### src/rtl/pipe_adder_if.sv
// Handshake bundle for pipe_adder: operand beat in, result beat out.
// WIDTH must match the WIDTH of the pipe_adder instance it connects to.
interface pipe_adder_if #(
    parameter int WIDTH = 8
);
    logic             in_valid;
    logic             in_ready;
    logic [WIDTH-1:0] in_a;
    logic [WIDTH-1:0] in_b;
    logic             in_cin;
    logic             in_sub;
    logic             out_valid;
    logic             out_ready;
    logic [WIDTH:0]   out_sum;
    logic             out_ovf;

    modport master (
        output in_valid, in_a, in_b, in_cin, in_sub, out_ready,
        input  in_ready, out_valid, out_sum, out_ovf
    );

    modport slave (
        input  in_valid, in_a, in_b, in_cin, in_sub, out_ready,
        output in_ready, out_valid, out_sum, out_ovf
    );
endinterface

### src/rtl/pipe_adder.sv
// Carry-chunked pipelined adder/subtractor: stage k adds chunk k with the carry from stage k-1.
// Define PIPE_ADDER_SAT_EN to saturate on unsigned carry-out (add) or borrow (sub).
module pipe_adder #(
    parameter int WIDTH  = 8,
    parameter int STAGES = 2
) (
    input  logic         clk,
    input  logic         rst_n,
    pipe_adder_if.slave  bus
);
    localparam int CW = WIDTH / STAGES;

    typedef logic [WIDTH-1:0] word_t;

    // Per-stage registers; a_q/b_q carry the not-yet-added upper operand chunks,
    // s_q accumulates the finished lower result chunks.
    logic [STAGES-1:0] vld_q;
    logic [STAGES-1:0] c_q;
    word_t             a_q [STAGES];
    word_t             b_q [STAGES];
    word_t             s_q [STAGES];
    logic              ovf_q;

    logic [STAGES-1:0] vld_in;
    logic [STAGES-1:0] c_in;
    logic [STAGES-1:0] c_d;
    word_t             a_in [STAGES];
    word_t             b_in [STAGES];
    word_t             s_in [STAGES];
    word_t             s_d  [STAGES];
    logic [CW:0]       chunk;
    logic              ovf_d;
    logic              adv;

`ifdef PIPE_ADDER_SAT_EN
    logic [STAGES-1:0] sub_q;
    logic [STAGES-1:0] sub_in;
`endif

    assign adv           = !vld_q[STAGES-1] || bus.out_ready;
    assign bus.in_ready  = adv;
    assign bus.out_valid = vld_q[STAGES-1];
    assign bus.out_sum   = {c_q[STAGES-1], s_q[STAGES-1]};
    assign bus.out_ovf   = ovf_q;

    always_comb begin
        vld_in[0] = bus.in_valid;
        a_in[0]   = bus.in_a;
        b_in[0]   = bus.in_sub ? ~bus.in_b : bus.in_b;
        c_in[0]   = bus.in_sub | bus.in_cin;
        s_in[0]   = '0;
`ifdef PIPE_ADDER_SAT_EN
        sub_in[0] = bus.in_sub;
`endif
        for (int k = 1; k < STAGES; k++) begin
            vld_in[k] = vld_q[k-1];
            a_in[k]   = a_q[k-1];
            b_in[k]   = b_q[k-1];
            c_in[k]   = c_q[k-1];
            s_in[k]   = s_q[k-1];
`ifdef PIPE_ADDER_SAT_EN
            sub_in[k] = sub_q[k-1];
`endif
        end

        chunk = '0;
        for (int k = 0; k < STAGES; k++) begin
            chunk = {1'b0, a_in[k][k*CW +: CW]} + {1'b0, b_in[k][k*CW +: CW]}
                  + {{CW{1'b0}}, c_in[k]};
            s_d[k]              = s_in[k];
            s_d[k][k*CW +: CW]  = chunk[CW-1:0];
            c_d[k]              = chunk[CW];
        end

        // Overflow is judged on the raw sum, before any saturation.
        ovf_d = (a_in[STAGES-1][WIDTH-1] == b_in[STAGES-1][WIDTH-1])
             && (s_d[STAGES-1][WIDTH-1] != a_in[STAGES-1][WIDTH-1]);

`ifdef PIPE_ADDER_SAT_EN
        // Add with carry-out, or sub with borrow, clamps to the unsigned range.
        if (sub_in[STAGES-1] != c_d[STAGES-1]) begin
            s_d[STAGES-1] = sub_in[STAGES-1] ? '0 : '1;
            c_d[STAGES-1] = 1'b0;
        end
`endif
    end

    always_ff @(posedge clk or negedge rst_n) begin
        if (!rst_n) begin
            vld_q <= '0;
            c_q   <= '0;
            ovf_q <= 1'b0;
            for (int k = 0; k < STAGES; k++) begin
                a_q[k] <= '0;
                b_q[k] <= '0;
                s_q[k] <= '0;
            end
`ifdef PIPE_ADDER_SAT_EN
            sub_q <= '0;
`endif
        end else if (adv) begin
            vld_q <= vld_in;
            c_q   <= c_d;
            ovf_q <= ovf_d;
            for (int k = 0; k < STAGES; k++) begin
                a_q[k] <= a_in[k];
                b_q[k] <= b_in[k];
                s_q[k] <= s_d[k];
            end
`ifdef PIPE_ADDER_SAT_EN
            sub_q <= sub_in;
`endif
        end
    end
endmodule

### src/flat_wrapper.sv
// flat-port wrapper written by rule: the top's interface ports become plain ports
module pipe_adder_flat 
#(
    parameter int WIDTH  = 8,
    parameter int STAGES = 2
)
  (clk, rst_n, bus_in_valid, bus_in_a, bus_in_b, bus_in_cin, bus_in_sub, bus_out_ready, bus_in_ready, bus_out_valid, bus_out_sum, bus_out_ovf);
  pipe_adder_if #(.WIDTH(WIDTH)) bus_i ();
  input  logic clk;
  input  logic rst_n;
  input wire logic [$bits(bus_i.in_valid)-1:0] bus_in_valid;
  input wire logic [$bits(bus_i.in_a)-1:0] bus_in_a;
  input wire logic [$bits(bus_i.in_b)-1:0] bus_in_b;
  input wire logic [$bits(bus_i.in_cin)-1:0] bus_in_cin;
  input wire logic [$bits(bus_i.in_sub)-1:0] bus_in_sub;
  input wire logic [$bits(bus_i.out_ready)-1:0] bus_out_ready;
  output wire logic [$bits(bus_i.in_ready)-1:0] bus_in_ready;
  output wire logic [$bits(bus_i.out_valid)-1:0] bus_out_valid;
  output wire logic [$bits(bus_i.out_sum)-1:0] bus_out_sum;
  output wire logic [$bits(bus_i.out_ovf)-1:0] bus_out_ovf;
  assign bus_i.in_valid = bus_in_valid;
  assign bus_i.in_a = bus_in_a;
  assign bus_i.in_b = bus_in_b;
  assign bus_i.in_cin = bus_in_cin;
  assign bus_i.in_sub = bus_in_sub;
  assign bus_i.out_ready = bus_out_ready;
  assign bus_in_ready = bus_i.in_ready;
  assign bus_out_valid = bus_i.out_valid;
  assign bus_out_sum = bus_i.out_sum;
  assign bus_out_ovf = bus_i.out_ovf;
  pipe_adder #(.WIDTH(WIDTH), .STAGES(STAGES)) u_core (.clk(clk), .rst_n(rst_n), .bus(bus_i));
endmodule
### config.mk
export PLATFORM = sky130hd
export DESIGN_NAME = pipe_adder_flat
export DESIGN_NICKNAME = d
export VERILOG_FILES = /design/src/rtl/pipe_adder_if.sv /design/src/rtl/pipe_adder.sv /design/src/flat_wrapper.sv
export SDC_FILE = /design/constraint.sdc
export NUM_CORES = 1
export LEC_CHECK = 0
export CAP_MARGIN = 10
export CELL_PAD_IN_SITES_DETAIL_PLACEMENT = 1
export CELL_PAD_IN_SITES_GLOBAL_PLACEMENT = 1
export CORE_ASPECT_RATIO = 1.1
export CORE_MARGIN = 2
export CORE_UTILIZATION = 39
export CTS_CLUSTER_DIAMETER = 200
export DETAILED_ROUTE_END_ITERATION = 7
export GPL_TIMING_DRIVEN = 0
export PLACE_DENSITY_LB_ADDON = 0.2
export SLEW_MARGIN = 20
export SYNTH_ARGS = -nofsm -noshare
export SYNTH_HDL_FRONTEND = slang
export SYNTH_SLANG_ARGS = --single-unit
### constraint.sdc
create_clock -name clk -period 4.13 [get_ports clk]
set_input_delay 0.826 -clock clk [delete_from_list [all_inputs] [get_ports clk]]
set_output_delay 0.826 -clock clk [all_outputs]
set_load 0.02 [all_outputs]
==> results.json <==
{
  "outcome": "complete, no violations",
  "core_area_sq_mm": 0.00328,
  "grt_overflow_total": 0,
  "antenna_found_initial": 0,
  "tightest_slew_ns": 0.570,
  "holdWs_ns": 0.483,
  "num-nets-final": 204,
  "drt_wl_total_mm": 2.93,
  "drc_errors": 0,
  "firstDrtPassIters": 4,
  "drv_cap": 0,
  "grt_max_degree": 26,
  "setup_violations": 0,
  "start_util_pct": 39.8,
  "finalClockSkew_ns": 0.00268,
  "slew_violations": 0,
  "ant_nets": 0,
  "clk_path_buf_depth": 2,
  "cts-hold-fix-buffers": 0,
  "power.leakage_uw": 0.000784,
  "synth_flop_cell": "dfrtp_1",
  "setup-tns-final_ns": 0,
  "cts.sink_count": 25,
  "hold_path_class": "flop to flop",
  "ctsResizeCount": 0,
  "async_reset_ff_share_pct": 100,
  "synth_edf_count": 0,
  "start_kind": "primary input",
  "dp_hpwl_mm": 2.34,
  "yosysSeqAreaShare_pct": 48.0,
  "vias": 1069,
  "die_h_um": 64.6,
  "io-pin-count": 34,
  "drt-initial-drc-count": 23,
  "power.total_uw": 784,
  "syn_nets": 167,
  "clk_pin_slew_ns": 0.14,
  "max_clock_freq_mhz": 297,
  "syn_avg_cell_area_sq_um": 9.66,
  "yosys_warnings": 0,
  "rows": 22,
  "yosysUniqueCellTypes": 28,
  "die_w_um": 59.1,
  "antennaDiodeCount": 0,
  "cts_buffers": 3,
  "io_buffers": 32,
  "min_period_ns": 3.37,
  "grt_pass1_wl_mm": 5.42,
  "grt_pass1_vias": 1250,
  "synthToLayoutAreaGrowth_pct": 29.7,
  "die-area_sq_mm": 0.00382,
  "drive_gt1_share_pct": 6.43,
  "gp_congestion": 0.798,
  "cts_setup_buffers": 0,
  "worstSkewPairLatency_ns": 0.31,
  "maxSlewHeadroom_pct": 62.0,
  "cts_tree": "yes",
  "n_fill_cell": 400,
  "path_max_fanout": 10,
  "htreeDepth": 1,
  "critPathCaptureType": "primary output",
  "rsz0062_at_grt": "false",
  "crit_required_ns": 3.30,
  "hold_viol": 0,
  "syn-cell-area_sq_mm": 0.00130,
  "critPathKind": "primary input to primary output",
  "grt_use_total_pct": 18.5,
  "irDropWorstVdd_mv": 0.178,
  "wl_per_cell_um": 14.2,
  "critPathArrivalTime_ns": 2.54,
  "p_per_area_mw_per_mm2": 464,
  "synth-seq-cells": 25,
  "cts-root-buf": "clkbuf_4",
  "vias_per_cell": 5.16,
  "syn_inst": 135,
  "timing.final.crit_share_pct": 81.6
}
layout make-up:
cell class	instances	area [sq um]	share of cell area [%]
sequential	25	626	37.0
clock buffer	4	26.3	1.55
buffer	6	33.8	2.00
multi-input combinational	98	622	36.8
tap	36	45.0	2.66
inverter	6	22.5	1.33
timing repair buffer	32	315	18.7
worst paths after layout:
kind,start,end,slack [ns],depth (start not counted)
max,bus_out_ready,bus_in_ready,0.76,6
min,u_core.vld_q[0],u_core.vld_q[0],0.48,2
max reg2reg,u_core.b_in[4],u_core.c_q[1],2.51,6
min reg2reg,u_core.vld_q[0],u_core.vld_q[0],0.48,2
max in group asynchronous,rst_n,u_core.a_in[5],3.27,1
min in group asynchronous,rst_n,u_core.bus.out_sum[7],0.49,1
state kept, by name, indices dropped and copies added (netlist names):
signal and cells:
u_core.a_in 4, u_core.s_d 4, u_core.b_in 4, u_core.vld_q 2, u_core.bus.out_ovf 1, u_core.c_q 2, u_core.bus.out_sum 8
logic make-up after synthesis:
family | share of synthesized area, %
flops | 48.0
compound gates | 10.7
buf+inv | 4.32
xor+xnor | 6.72
mux | 0.768
simple gates | 17.6
fa+ha+maj | 11.9
stage by stage:
step                      area [sq um]  utilization (%)  std cells  worst slack, ns
final                             1690             51.6        207            0.761
after global routing              1690             51.6        207            0.673
after CTS                         1700             51.8        207            0.739
after global placement            1670             51.0        203            0.749
after detailed placement          1670             51.0        203            0.745
after floorplan                   1300                -        135             1.52
metal layers:
metal | wire, um | up-vias | global-route usage (%)
met3 | 86 | 6 | 2.20
met2 | 1500 | 27 | 33.3
met5 | 0 | - | 0
li1 | - | 514 | -
met1 | 1280 | 522 | 22.2
met4 | 65 | 0 | 6.25
report_power, final:
group          total, uW  internal [uW]  leakage [uW]  switching [uW]
sequential           346            309      0.000299            36.8
combinational        329            158      0.000470             171
clock                109           37.6     0.0000150            71.5
cells in the mapped netlist, types with 2 or more instances:
master    count  area [sq um]
xnor2_1       4          35.0
a21oi_1       7          35.0
fa_1          4          80.1
clkbuf_1      2          7.51
a21boi_0      2          15.0
a21o_1        2          15.0
xor2_1        6          52.6
ha_1          6          75.1
o21ai_0       7          35.0
nor2b_1       2          12.5
inv_1         4          15.0
nand2_1      41           154
buf_2         3          15.0
nand3_1       2          10.0
a211oi_1      2          15.0
dfrtp_1      25           626
nor2_1        5          18.8
worst max-delay path, stage by stage:
cell and delay [ns]:
clkdlybuf4s50_1 0.50, nor2b_4 0.05, buf_6 0.13, inv_2 0.14, buf_2 0.25, clkdlybuf4s50_1 0.64
layout by cell type, fill, tap and decap left out, drive strengths merged, types with 2 or more instances in the layout:
master         instances
xnor2                  4
nand3                  2
a21boi                 2
xor2                   6
dfrtp                 25
nor2b                  3
a21oi                  7
ha                     6
inv                    5
nand2                 41
a211oi                 2
a21o                   2
clkdlybuf4s50         31
clkbuf                 6
o21ai                  7
nor2                   5
buf                    5
fa                     4
Note: power is estimated with default switching activity, not from simulation.
